==> config.mk <==
export PLATFORM = sky130hd
export DESIGN_NAME = ones_generator_flat
export DESIGN_NICKNAME = d
export VERILOG_FILES = /design/src/rtl/ones_generator_if.sv /design/src/rtl/ones_generator.sv /design/src/flat_wrapper.sv
export SDC_FILE = /design/constraint.sdc
export NUM_CORES = 1
export LEC_CHECK = 0
export CORE_MARGIN = 2
export CORE_UTILIZATION = 46
export DETAILED_ROUTE_END_ITERATION = 12
export PLACE_DENSITY = 0.83
export SLEW_MARGIN = 20
export SYNTH_ARGS = -nofsm -noshare
export SYNTH_HDL_FRONTEND = slang
export SYNTH_SLANG_ARGS = --single-unit
==> constraint.sdc <==
create_clock -name clock_i -period 1.51 [get_ports clock_i]
set_input_delay 0.151 -clock clock_i [delete_from_list [all_inputs] [get_ports clock_i]]
set_output_delay 0.151 -clock clock_i [all_outputs]
set_load 0.05 [all_outputs]
==> src/rtl/ones_generator_if.sv <==
// Handshake and data bundle between a ones_generator and the logic driving it.
// The master requests a run; the slave (the generator) returns status and the vector.
interface ones_generator_if #(
    parameter int INPUT_FEATURES = 8
);
    localparam int CW = $clog2(INPUT_FEATURES + 1);

    logic                      start_i;
    logic [CW-1:0]             ones_i;
    logic                      busy_o;
    logic                      done_o;
    logic                      sat_o;
    logic [INPUT_FEATURES-1:0] features_o;

    modport master (
        output start_i,
        output ones_i,
        input  busy_o,
        input  done_o,
        input  sat_o,
        input  features_o
    );

    modport slave (
        input  start_i,
        input  ones_i,
        output busy_o,
        output done_o,
        output sat_o,
        output features_o
    );
endinterface

==> src/rtl/ones_generator.sv <==
// Serial count-to-thermometer decoder: builds a vector with the requested number
// of LSB-first HIGH bits, one bit per falling clock edge.
module ones_generator #(
    parameter int INPUT_FEATURES = 8
) (
    input logic              clock_i,
    input logic              reset_i,
    ones_generator_if.slave  bus
);
    localparam int CW = $clog2(INPUT_FEATURES + 1);
    localparam logic [CW-1:0] MAX_COUNT = CW'(INPUT_FEATURES);

    typedef enum logic [1:0] {
        IDLE = 2'd0,
        FILL = 2'd1,
        DONE = 2'd2
    } state_t;

    state_t                    state_r, state_s;
    logic [CW-1:0]             idx_r, idx_s;
    logic [CW-1:0]             remaining_r, remaining_s;
    logic [INPUT_FEATURES-1:0] features_r, features_s;
    logic                      sat_r, sat_s;
    logic                      busy_r, busy_s;
    logic                      done_r, done_s;

    // Next-state and next-output computation for the fill sequencer.
    always_comb begin
        state_s     = state_r;
        idx_s       = idx_r;
        remaining_s = remaining_r;
        features_s  = features_r;
        sat_s       = sat_r;
        case (state_r)
            IDLE: begin
                if (bus.start_i) begin
                    // Clip at acceptance so idx can never run past the vector.
                    remaining_s = (bus.ones_i > MAX_COUNT) ? MAX_COUNT : bus.ones_i;
                    sat_s       = (bus.ones_i > MAX_COUNT);
                    features_s  = {INPUT_FEATURES{1'b0}};
                    idx_s       = {CW{1'b0}};
                    state_s     = FILL;
                end else begin
                    state_s = IDLE;
                end
            end
            FILL: begin
                if (remaining_r != {CW{1'b0}}) begin
                    for (int i = 0; i < INPUT_FEATURES; i++) begin
                        if (idx_r == CW'(i)) begin
                            features_s[i] = 1'b1;
                        end else begin
                            features_s[i] = features_r[i];
                        end
                    end
                    idx_s       = idx_r + CW'(1);
                    remaining_s = remaining_r - CW'(1);
                end else begin
                    idx_s       = idx_r;
                    remaining_s = remaining_r;
                end
                if (remaining_r <= CW'(1)) begin
                    state_s = DONE;
                end else begin
                    state_s = FILL;
                end
            end
            DONE: begin
                state_s = IDLE;
            end
            default: begin
                state_s = IDLE;
            end
        endcase
        busy_s = (state_s != IDLE);
        done_s = (state_s == DONE);
    end

    // State and output registers, updated on the falling edge to match ones_counter.
    always_ff @(negedge clock_i) begin
        if (reset_i) begin
            state_r     <= IDLE;
            idx_r       <= {CW{1'b0}};
            remaining_r <= {CW{1'b0}};
            features_r  <= {INPUT_FEATURES{1'b0}};
            sat_r       <= 1'b0;
            busy_r      <= 1'b0;
            done_r      <= 1'b0;
        end else begin
            state_r     <= state_s;
            idx_r       <= idx_s;
            remaining_r <= remaining_s;
            features_r  <= features_s;
            sat_r       <= sat_s;
            busy_r      <= busy_s;
            done_r      <= done_s;
        end
    end

    assign bus.busy_o     = busy_r;
    assign bus.done_o     = done_r;
    assign bus.sat_o      = sat_r;
    assign bus.features_o = features_r;
endmodule

==> src/flat_wrapper.sv <==
// flat-port wrapper written by rule: the top's interface ports become plain ports
module ones_generator_flat 
#(
    parameter int INPUT_FEATURES = 8
)
  (clock_i, reset_i, bus_start_i, bus_ones_i, bus_busy_o, bus_done_o, bus_sat_o, bus_features_o);
  ones_generator_if #(.INPUT_FEATURES(INPUT_FEATURES)) bus_i ();
  input logic clock_i;
  input logic reset_i;
  input wire logic [$bits(bus_i.start_i)-1:0] bus_start_i;
  input wire logic [$bits(bus_i.ones_i)-1:0] bus_ones_i;
  output wire logic [$bits(bus_i.busy_o)-1:0] bus_busy_o;
  output wire logic [$bits(bus_i.done_o)-1:0] bus_done_o;
  output wire logic [$bits(bus_i.sat_o)-1:0] bus_sat_o;
  output wire logic [$bits(bus_i.features_o)-1:0] bus_features_o;
  assign bus_i.start_i = bus_start_i;
  assign bus_i.ones_i = bus_ones_i;
  assign bus_busy_o = bus_i.busy_o;
  assign bus_done_o = bus_i.done_o;
  assign bus_sat_o = bus_i.sat_o;
  assign bus_features_o = bus_i.features_o;
  ones_generator #(.INPUT_FEATURES(INPUT_FEATURES)) u_core (.clock_i(clock_i), .reset_i(reset_i), .bus(bus_i));
endmodule
### Word level (Yosys, flattened, before mapping)

Index checks and enable logic that the tools add are counted.

| word-level totals | value |
|---|---|
| bits in registers | 21 |
| input port bits | 7 |
| output and inout port bits | 11 |
| logic and storage cells | 73 |

| operators by class | value |
|---|---|
| add/subtract/negate cells | 2 |
| magnitude comparators | 2 |
| eq/ne operators | 19 |
| mux-type cells | 21 |
| reductions and logical operators | 15 |

Operators by type and width:

| kind | count |
|---|---|
| $reduce_and A4 Y1 | 8 |
| $mux W4 | 5 |
| $ne A2 B1 Y1 const B | 9 |
| $eq A4 B3 Y1 const B | 4 |
| $mux W8 | 2 |
| $pmux W4 S2 | 2 |
| $pmux W8 S2 | 1 |
| $mux W1 | 9 |
| $eq A4 B2 Y1 const B | 2 |
| $add A4 B1 Y4 const B | 1 |
| $eq A4 B1 Y1 const B | 1 |
| $gt A4 B4 Y1 const B | 1 |
| $le A4 B1 Y1 const B | 1 |
| $logic_not A4 Y1 | 1 |
| $pmux W2 S2 | 1 |
| $reduce_bool A2 Y1 | 2 |
| $reduce_bool A4 Y1 | 1 |
| $sub A4 B1 Y4 const B | 1 |
| $reduce_and A3 Y1 | 1 |
| $eq A2 B1 Y1 const B | 1 |
| $eq A2 B2 Y1 const B | 1 |
| $logic_not A2 Y1 | 1 |
| $mux W2 | 1 |
| $ne A2 B2 Y1 const B | 1 |
| $reduce_and A2 Y1 | 1 |

### Depth between registers and ports, before layout

Gate-level depths: netlist of the first run.

| logic depth | value |
|---|---|
| depth in word-level cells | 4 |
| mapped depth | 6 |
| mapped depth without buffers | 5 |

==> summary.md, run 1 <==
| Metric | Value |
|---|---|
| Status | finished with violations |
| Failing checks | negative setup slack |
| WL per Instance | ~21 um |
| CTS tree | built |
| R2r setup slk | -0.01 ns |
| Worst-path maximum fanout | 2 |
| Layout Cells excl Fill | 198 |
| CTS buffer count | 3 |
| H-tree Lvls | 1 |
| Family with the most delay on the worst path | flip-flops |
| Yosys top cell by area | dfxtp_1 |
| Async S/R FF share, synth | 0% |
| Crit path cell chain | buf_12 |
| Via density | 6.015 |
| Die ar. | ~2700 sq um |
| Clock power share | 33.0% |
| Post-route DRC | 0 |
| Hold Vio Cnt, Final | 0 |
| WP data arrival | around 1.7 ns |
| Sink Count | 21 |
| Multi-input gate area | roughly 660 sq um |
| Filler Cells Inserted | 123 |
| Post-synth top cells | dfxtp_1 (21), nor2_1 (11), inv_1 (8), a21oi_1 (7), a41oi_1 (7) |
| Placed Cells | between 150 and 200 |
| Critical path origin | u_core.bus.features_o[7] |
| Clock Skew | around 0.036 ns |
| Max Root-Sink Buffers | 2 |
| Flop pwr share | approximately 31% |
| Register area share after synthesis | 40.29% |
| Mean post-synth cell area | 9.317 sq um |
| Syn Inst Count | between 100 and 150 |
| Clk_lat worst skew | 0.44 ns |
| Via count | 1,191 |
| Routed Antenna Nets | 0 |
| Initial DRC count | 74 |
| Worst hold stages | 2 |
| DRT Pass-1 Iters | 4 |
| Gr ovfl total | 0 |
| CP Launch Type | flip-flop |
| Post-synth EDFFs | 0 |
| ANT cells | 0 |
| RSZ-0062 raised after global routing | yes |
| Detailed Place HPWL | 1.889 mm |
| Chip height | slightly above 50 um |
| Most numerous cell in the Yosys netlist | dfxtp_1 |
| Critical path endpoint category | primary output |
| Post-synth top area share | a little over 40% |
| Logic pwr share | a little over a third |
| Cts hold-fix bufs | 0 |
| Worst-case reg-to-reg path depth | 5 |
| Worst path bufs/invs | 1 |
| FF/Latch Area | 437.9 sq um |
| IO buf count | 17 |
| Hold WS | between 0.5 and 0.6 ns |
| Synth cell types | 36 |
| Design Power | approximately 2.3 mW |
| Leak | 0.7783 nW |
| Slowest stage delay, CP | approximately 0.35 ns |
| Worst-Margin Slew | around 0.36 ns |
| Synth Flop Type | dfxtp_1 |
| CTS clock-pin slew for the worst setup and hold paths | approximately 0.070 ns |
| Core box area | approximately 2200 sq um |
| Crit-path slowest cell | dfxtp_2 |
| # setup viols final | 14 |
| Yosys reg bits | 21 |
| Chip Width | around 52 um |
| Routed metal-1 wirelength | 1.484 mm |
| Nets | around 180 |
| Crit path kind | flip-flop to primary output |
| Root Driver | clkbuf_4 |
| Mapped Nets | roughly 130 |
| Reg2reg end | u_core.idx_r[3] |
| Placement Setup Slack | -0.8638 ns |
| Hold crit path type | flip-flop to flip-flop |
| Cell area after synthesis | roughly 1000 sq um |
| Initial antenna violation count | 0 |
| Total negative slack | -3.299 ns |
| Int Pwr | 1.350 mW |
| Met3 WL | ~260 um |
| Hold EP | u_core.bus.sat_o |
| Largest net degree at the start of global routing | 14 |
| First-pass GRT wire length | 5.292 mm |
| Global-route usage over all layers | 28.35% |
| Setup WS post-layout | -0.3198 ns |
| Worst rel slew slack | 75.66% |
| GPL Wtd Cong | 0.8959 |
| Met2 wire len | about 2.2 mm |
| Layout area overhead | 68.82% |
| Share of cells above drive strength 1 | between 40% and 50% |
| Switching power | about 900 uW |
| Peak VDD IR | 0.8894 mV |
| Synth Warn # | 0 |
| Sw Ratio | 40.02% |
| # IOs | 18 |
| Data required, critical path | 1.36 ns |
| Top post-synthesis cells by area | dfxtp_1 (40%), ha_1 (7.2%), a41oi_1 (5.9%) |
| WL final | just over 4 mm |
| Vias in the first global route | between 1,000 and 1,500 |
| Worst r2r src | u_core.remaining_r[1] |
| Final Slew Violations | 0 |
| Max Cap Violations | 0 |
| Min-delay src | u_core.bus.sat_o |
| Pwr per Cell Area | roughly 1300 nW/um^2 |
| # rows | 17 |
| Uppermost layer routed | met4 |
| Initial core utilization | approximately half |
worst min-delay path, stage by stage (launching register included):
cell and delay [ns]:
dfxtp_2 0.33, nand2_1 0.07, a21oi_2 0.06
cell usage in the layout (no fill, tap or decap), drive strengths merged, types with 3 or more instances in the layout:
| cell type | synthesis | routed |
|---|---|---|
| clkbuf | 1 | 3 |
| a21oi | 8 | 8 |
| nand2 | 3 | 3 |
| a211oi | 3 | 3 |
| ha | 6 | 6 |
| nand2b | 4 | 4 |
| buf | 5 | 35 |
| dfxtp | 21 | 21 |
| nor2 | 11 | 11 |
| nor3b | 3 | 3 |
| nor3 | 4 | 4 |
| inv | 8 | 28 |
| a41oi | 7 | 7 |
| dlygate4sd2 | 0 | 3 |
| a31oi | 3 | 3 |
timing repair:
item                       CTS  global route
setup buffers                4             3
pin swaps                    5             2
setup endpoints to repair   30            23
resized for setup           29            11
registers in the layout (all words and copies together), names as in the netlist:
register,flops
u_core.bus.busy_o,1
u_core.bus.features_o,8
u_core.bus.sat_o,1
u_core.state_r,2
u_core.bus.done_o,1
u_core.remaining_r,4
u_core.idx_r,4
power groups by stage:
stage | logic (mW) | clock network (mW) | registers (mW)
floorplan | 0.363 | 0.0892 | 0.716
global placement | 0.606 | 0.0892 | 0.682
detailed placement | 0.629 | 0.0892 | 0.689
CTS | 0.706 | 0.708 | 0.689
global route | 0.849 | 0.821 | 0.705
finish | 0.804 | 0.743 | 0.702
worst max-delay path by stage:
stage | to | slack [ns] | cells after the start
2_1_floorplan | u_core.bus.sat_o | -0.28 | 3
3_3_place_gp | u_core.bus.sat_o | -0.81 | 4
3_5_place_dp | u_core.bus.sat_o | -0.86 | 4
4_1_cts | bus_sat_o | -0.31 | 1
5_1_grt | bus_features_o[4] | -0.36 | 1
6_report | bus_features_o[7] | -0.32 | 1
metal layers:
metal  up-vias  global-route usage [%]
met3        10                   7.184
li1        532                       -
met4         0                   22.37
met1       575                   29.57
met2        74                   48.08
met5         -                       0
stage by stage:
step / utilization (%) / instance area [sq um]
after floorplan: - / 1071
after global routing: 81.20 / 1762
after CTS: 77.74 / 1687
after detailed placement: 67.82 / 1471
after global placement: 67.82 / 1471
final: 81.20 / 1762
kinds of logic after synthesis:
kind of cell / share of synthesized area, %
fa+ha+maj: 7.194
buf+inv: 6.235
flops: 40.29
compound gates: 23.50
simple gates: 22.78
layout make-up:
type,instances,area share [%]
clock buffers,3,1.278
flip-flops and latches,21,24.86
repair buffers,40,26.99
well taps,28,1.989
inverters,7,1.491
multi-input cells,77,37.22
clock inverters,22,6.179
Note: power is estimated with default switching activity, not from simulation.
==> run 2: changes to the inputs <==
--- a/config.mk
+++ b/config.mk
@@ -6,4 +6,5 @@
 export NUM_CORES = 1
 export LEC_CHECK = 0
+export ABC_CLOCK_PERIOD_IN_PS = 1510
 export CORE_MARGIN = 2
 export CORE_UTILIZATION = 46
==> constraint.sdc (replaced) <==
create_clock -name clock_i -period 1.51 [get_ports clock_i]
set_input_delay 0.151 -clock clock_i [delete_from_list [all_inputs] [get_ports clock_i]]
set_output_delay 0.151 -clock clock_i [all_outputs]
set_load 0.1 [all_outputs]
==> run 2 against run 1 <==
Against the previous run: the flow still finishes with violations (negative setup slack); design area down 5.7%; combinational power is 5.8% lower; die area is the same; sequential cell count is the same; clock skew up 0.0068 ns; highest routed layer unchanged.
==> summary.md, run 2 (synthesis results as in run 1) <==
| Metric | Value |
|---|---|
| Root Driver | clkbuf_4 |
| Global-route usage over all layers | roughly a quarter |
| Layout area overhead | 59.23% |
| DRT Pass-1 Iters | 4 |
| Via density | approximately 5.8 |
| Max Cap Violations | 0 |
| CP Launch Type | flip-flop |
| Peak VDD IR | approximately 0.78 mV |
| Die ar. | 2666 sq um |
| Routed Antenna Nets | 0 |
| Hold EP | u_core.bus.features_o[4] |
| Data required, critical path | about 1.4 ns |
| Gr ovfl total | 0 |
| WL final | between 3 and 4 mm |
| Hold Vio Cnt, Final | 0 |
| Nets | roughly 180 |
| CTS tree | built |
| Most common cell after layout, fill and taps aside | inv_1 |
| Status | finished with violations |
| Sink Count | 21 |
| Worst hold stages | 2 |
| Post-route DRC | 0 |
| # setup viols final | 12 |
| Detailed Place HPWL | between 2 and 2.5 mm |
| Reg2reg end | u_core.idx_r[3] |
| Hold crit path type | flip-flop to flip-flop |
| # rows | 17 |
| Most frequent cells in the layout | inv_1 (29), buf_4 (15), buf_12 (12) |
| Final Slew Violations | 0 |
| CTS clock-pin slew for the worst setup and hold paths | 0.05 ns |
| Cts hold-fix bufs | 0 |
| Clk_lat worst skew | 0.41 ns |
| Family with the most delay on the worst path | flip-flops |
| Design Power | ~1.9 mW |
| Initial DRC count | 33 |
| Crit-path slowest cell | dfxtp_4 |
| Crit path kind | flip-flop to primary output |
| # IOs | 18 |
| IO buf count | 17 |
| R2r setup slk | about 0.020 ns |
| Pwr per Cell Area | ~1200 nW/um^2 |
| CTS buffer count | 3 |
| ANT cells | 0 |
| RSZ-0062 raised after global routing | yes |
| Worst-path maximum fanout | 2 |
| Core box area | about 2200 sq um |
| First-pass GRT wire length | slightly below 5 mm |
| Crit path cell chain | buf_12 |
| Worst-case reg-to-reg path depth | 5 |
| Chip Width | approximately 52 um |
| Vias in the first global route | 1,132 |
| Worst r2r src | u_core.remaining_r[1] |
| Via count | approximately 1,100 |
| Share of cells above drive strength 1 | between 30% and 40% |
| Largest net degree at the start of global routing | 14 |
| Critical path endpoint category | primary output |
| Initial core utilization | ~48% |
| Hold WS | between 0.4 and 0.5 ns |
| Slowest stage delay, CP | ~0.36 ns |
| Worst path bufs/invs | 1 |
| Worst rel slew slack | 71.54% |
| Core Util, Final | 76.59% |
| Layout Cells excl Fill | around 190 |
| Clock Skew | about 0.042 ns |
| Max reg flops | 8 |
| Chip height | 51.63 um |
| GPL Wtd Cong | 0.8176 |
| Total negative slack | -3.259 ns |
| Placed Cells | approximately 170 |
| Leak | between 0.7 and 0.8 nW |
| Initial antenna violation count | 0 |
| H-tree Lvls | 1 |
| Failing checks | negative setup slack |
| Min-delay src | u_core.bus.features_o[4] |
| Setup WS post-layout | -0.3149 ns |
| WL per Instance | roughly 16 um |
| WP data arrival | between 1.5 and 2 ns |
| Worst-Margin Slew | roughly 0.42 ns |
| Filler Cells Inserted | 150 |
| Max Root-Sink Buffers | 2 |
run 2: cell types whose count changed in the layout (fill, tap and decap cells not counted), moves of 2 or more:
cell	delta
inv_1	+2
dfxtp_4	+10
o32ai_2	-2
o32ai_1	+2
dfxtp_2	-10
buf_4	-6
run 2: power by group:
group | leakage (nW) | internal, mW | switching [mW]
combinational | 0.420 | 0.345 | 0.412
clock | 0.131 | 0.168 | 0.343
sequential | 0.180 | 0.603 | 0.0756
run 2: metrics by stage:
stage               worst slack, ns  instance area (sq um)
finish                      -0.3149                   1662
detailed placement          -0.8465                   1495
global placement            -0.7918                   1495
floorplan                   -0.2847                   1110
global route                -0.3614                   1662
CTS                         -0.3263                   1629
run 2: layer usage:
layer	routed length, um	track usage, %
met5	0	0
met4	124	15.79
met3	185	8.046
met2	1538	42.52
met1	1280	27.34
run 2: worst max-delay path by stage:
stage	start	cells after the start	slack (ns)	end
floorplan	bus_start_i	3	-0.28	u_core.bus.sat_o
global placement	bus_start_i	4	-0.79	u_core.bus.sat_o
detailed placement	bus_start_i	4	-0.85	u_core.bus.sat_o
CTS	u_core.bus.features_o[2]	1	-0.33	bus_features_o[2]
global route	u_core.bus.sat_o	1	-0.36	bus_sat_o
finish	u_core.bus.features_o[2]	1	-0.31	bus_features_o[2]
run 2: area by class of cell:
| cell class | count | area, sq um | share of cell area [%] |
|---|---|---|---|
| clock inverter | 22 | 82.58 | 4.970 |
| clock buffer | 3 | 22.52 | 1.355 |
| tap | 28 | 35.03 | 2.108 |
| sequential | 21 | 462.9 | 27.86 |
| inverter | 7 | 26.28 | 1.581 |
| timing repair buffer | 34 | 426.7 | 25.68 |
| multi-input combinational | 77 | 605.6 | 36.45 |
run 2: repair_timing:
item	in CTS	in global routing
setup buffers	2	1
resized for setup	12	7
pin swaps	7	2
setup endpoints to repair	30	18
==> run 3: changes to the inputs <==
- ABC_AREA: not set -> 1
==> run 3 against run 2 <==
Against the previous run: the run still ends with negative setup slack left; synthesized cell count increased by 26%; die area up 1.2%; synthesized area rose by 1.3%; critical path type unchanged; sequential cell count stayed put; sequential share of layout area rose by 1.7 points; setup slack gained 0.018 ns; sequential power about the same; combinational power decreased by 5.7%.
==> summary.md, run 3 <==
| Metric | Value |
|---|---|
| Status | finished with violations |
| Failing checks | negative setup slack |
| Hold EP | u_core.bus.features_o[0] |
| Placement Setup Slack | -0.5716 ns |
| Worst r2r src | u_core.remaining_r[0] |
| Die ar. | 2698 sq um |
| Initial DRC count | 24 |
| Core Util, Final | between 70% and 80% |
| Post-synth top cells | inv_1 (27), dfxtp_1 (21), nand2_1 (20), nand3_1 (15), nor2_1 (13) |
| Async S/R FF share, synth | 0% |
| Switching power | just over 800 uW |
| Cell area after synthesis | around 1100 sq um |
| Mean post-synth cell area | 7.498 sq um |
| Top post-synthesis cells by area | dfxtp_1 (40%), inv_1 (9.6%), ha_1 (7.1%) |
| Critical path endpoint category | primary output |
| Via count | ~1,100 |
| Nets | 201 |
| Worst-case reg-to-reg path depth | 8 |
| Cts hold-fix bufs | 0 |
| Initial antenna violation count | 0 |
| Core box area | 2191 sq um |
| R2r setup slk | between 0.1 and 0.15 ns |
| Layout area overhead | 47.93% |
| Global-route usage over all layers | ~22% |
| Vias in the first global route | roughly 1,100 |
| Worst hold stages | 2 |
| Share of cells above drive strength 1 | a little under a quarter |
| Yosys reg bits | 21 |
| CTS tree | built |
| WL per Instance | 11.33 um |
| Detailed Place HPWL | 1.714 mm |
| Synth Warn # | 0 |
| Sw Ratio | between 40% and 50% |
| Clk_lat worst skew | between 0.3 and 0.4 ns |
| Clock Skew | between 0.01 and 0.015 ns |
| Logic pwr share | approximately two fifths |
| Chip Width | between 50 and 60 um |
| Sink Count | 21 |
| Worst-path maximum fanout | 2 |
| Setup WS post-layout | -0.2964 ns |
| # setup viols final | 11 |
| Slowest stage delay, CP | between 0.3 and 0.4 ns |
| H-tree Lvls | 1 |
| Clock power share | approximately a quarter |
| Most frequent cells in the layout | inv_1 (47), nand2_1 (19), nand3_1 (15) |
| Hold crit path type | flip-flop to flip-flop |
| Hold WS | 0.4802 ns |
| Hold Vio Cnt, Final | 0 |
| First-pass GRT wire length | 4.381 mm |
| # rows | 17 |
| Max reg flops | 8 |
| Routed Antenna Nets | 0 |
| Worst rel slew slack | about three quarters |
| CTS clock-pin slew for the worst setup and hold paths | roughly 0.05 ns |
| WP data arrival | 1.66 ns |
| Filler Cells Inserted | roughly 160 |
| Root Driver | clkbuf_4 |
| Worst-Margin Slew | ~0.37 ns |
| Data required, critical path | around 1.4 ns |
| RSZ-0062 raised after global routing | yes |
| Pwr per Cell Area | around 1200 nW/um^2 |
| CP Launch Type | flip-flop |
| Worst path bufs/invs | 1 |
| Most common cell after layout, fill and taps aside | inv_1 |
| Peak VDD IR | between 0.7 and 0.8 mV |
| Reg2reg end | u_core.remaining_r[1] |
| Crit-path slowest cell | dfxtp_4 |
| Yosys top cell by area | dfxtp_1 |
| ANT cells | 0 |
| # IOs | 18 |
| Register area share after synthesis | roughly 40% |
| Mapped Nets | ~150 |
| Largest net degree at the start of global routing | 12 |
| GPL Wtd Cong | slightly below 0.9 |
| Family with the most delay on the worst path | flip-flops |
| Gr ovfl total | 0 |
| Max Cap Violations | 0 |
| Max Root-Sink Buffers | 2 |
| IO buf count | 17 |
| Syn Inst Count | roughly 140 |
| Most numerous cell in the Yosys netlist | inv_1 |
| Int Pwr | slightly above 1 mW |
| Post-synth top area share | around 40% |
| Min-delay src | u_core.bus.features_o[0] |
| Synth cell types | 22 |
| Final Slew Violations | 0 |
| Post-route DRC | 0 |
| Flop pwr share | between 30 and 40% |
| WL final | between 2 and 2.5 mm |
| CTS buffer count | 3 |
| Initial core utilization | roughly 48% |
| DRT Pass-1 Iters | 4 |
| Via density | approximately 5 |
| Synth Flop Type | dfxtp_1 |
| Leak | roughly 0.76 nW |
| Post-synth EDFFs | 0 |
| Crit path kind | flip-flop to primary output |
| Chip height | ~52 um |
| Crit path cell chain | buf_12 |
## run 3: changes by cell type after synthesis, sizes merged, moves of 3 or more
cell,change
o21ai,+4
a31oi,-3
a41oi,-7
a211oi,-3
buf,-4
nand2,+21
nand2b,-4
nor3b,-3
nand3,+16
inv,+21
a21oi,+4
## run 3: cell families (layout without fill, tap and decap cells)
| group | after synthesis | count (layout) | share of synthesized area [%] |
|---|---|---|---|
| and+or+nand+nor | 60 | 61 | 28.28 |
| buffers and inverters | 31 | 76 | 12.54 |
| AOI/OAI and AO/OA | 22 | 22 | 11.48 |
| DFF | 21 | 21 | 39.76 |
| adders and majority gates | 6 | 6 | 7.100 |
| xor gates and xnor gates | 1 | 1 | 0.8286 |
## run 3: cell type report
class	instances	area, sq um	share of cell area, %
clock buffers	3	22.52	1.440
clock inverters	22	82.58	5.280
inverters	29	113.9	7.280
multi-input cells	90	530.5	33.92
flip-flops and latches	21	461.7	29.52
well taps	28	35.03	2.240
repair buffers	22	317.8	20.32
## run 3: stage by stage
stage,instance area (sq um),setup TNS (ns),power [mW],std cells
after global placement,1421,-9.412,1.420,188
after detailed placement,1421,-10.09,1.445,188
after CTS,1556,-3.182,1.862,215
after global routing,1564,-3.462,2.014,215
after floorplan,1099,0,1.266,141
final,1564,-3.071,1.857,215
## run 3: timing repair
item | in CTS | in global routing
pin swaps | 2 | 1
gates cloned | 1 | 0
endpoints found under the setup margin | 29 | 13
resized for setup | 7 | 2
setup buffers | 2 | 0
hold endpoints to repair | 0 | 0
## run 3: how the worst max path moves through the flow
| stage | from | slack [ns] | end | depth (start not counted) |
|---|---|---|---|---|
| finish | u_core.bus.sat_o | -0.30 | bus_sat_o | 1 |
| detailed placement | bus_start_i | -0.57 | u_core.remaining_r[1] | 6 |
| CTS | u_core.bus.sat_o | -0.30 | bus_sat_o | 1 |
| floorplan | bus_start_i | 0.04 | u_core.idx_r[2] | 5 |
| global route | u_core.bus.features_o[7] | -0.33 | bus_features_o[7] | 1 |
| global placement | bus_start_i | -0.54 | u_core.idx_r[1] | 6 |
## run 3: per-layer routing
metal | global-route usage, % | wire length (um) | vias up
li1 | - | - | 547
met1 | 20.07 | 890 | 486
met2 | 40.08 | 1350 | 29
met3 | 7.471 | 96 | 10
met4 | 16.67 | 99 | 0
met5 | 0 | 0 | -
## run 3: power groups by stage
stage	sequential (mW)	combinational, mW	clock [mW]
final	0.678	0.714	0.465
after global routing	0.685	0.780	0.549
after floorplan	0.803	0.374	0.0885
after detailed placement	0.687	0.669	0.0885
after CTS	0.678	0.702	0.482
after global placement	0.682	0.649	0.0885
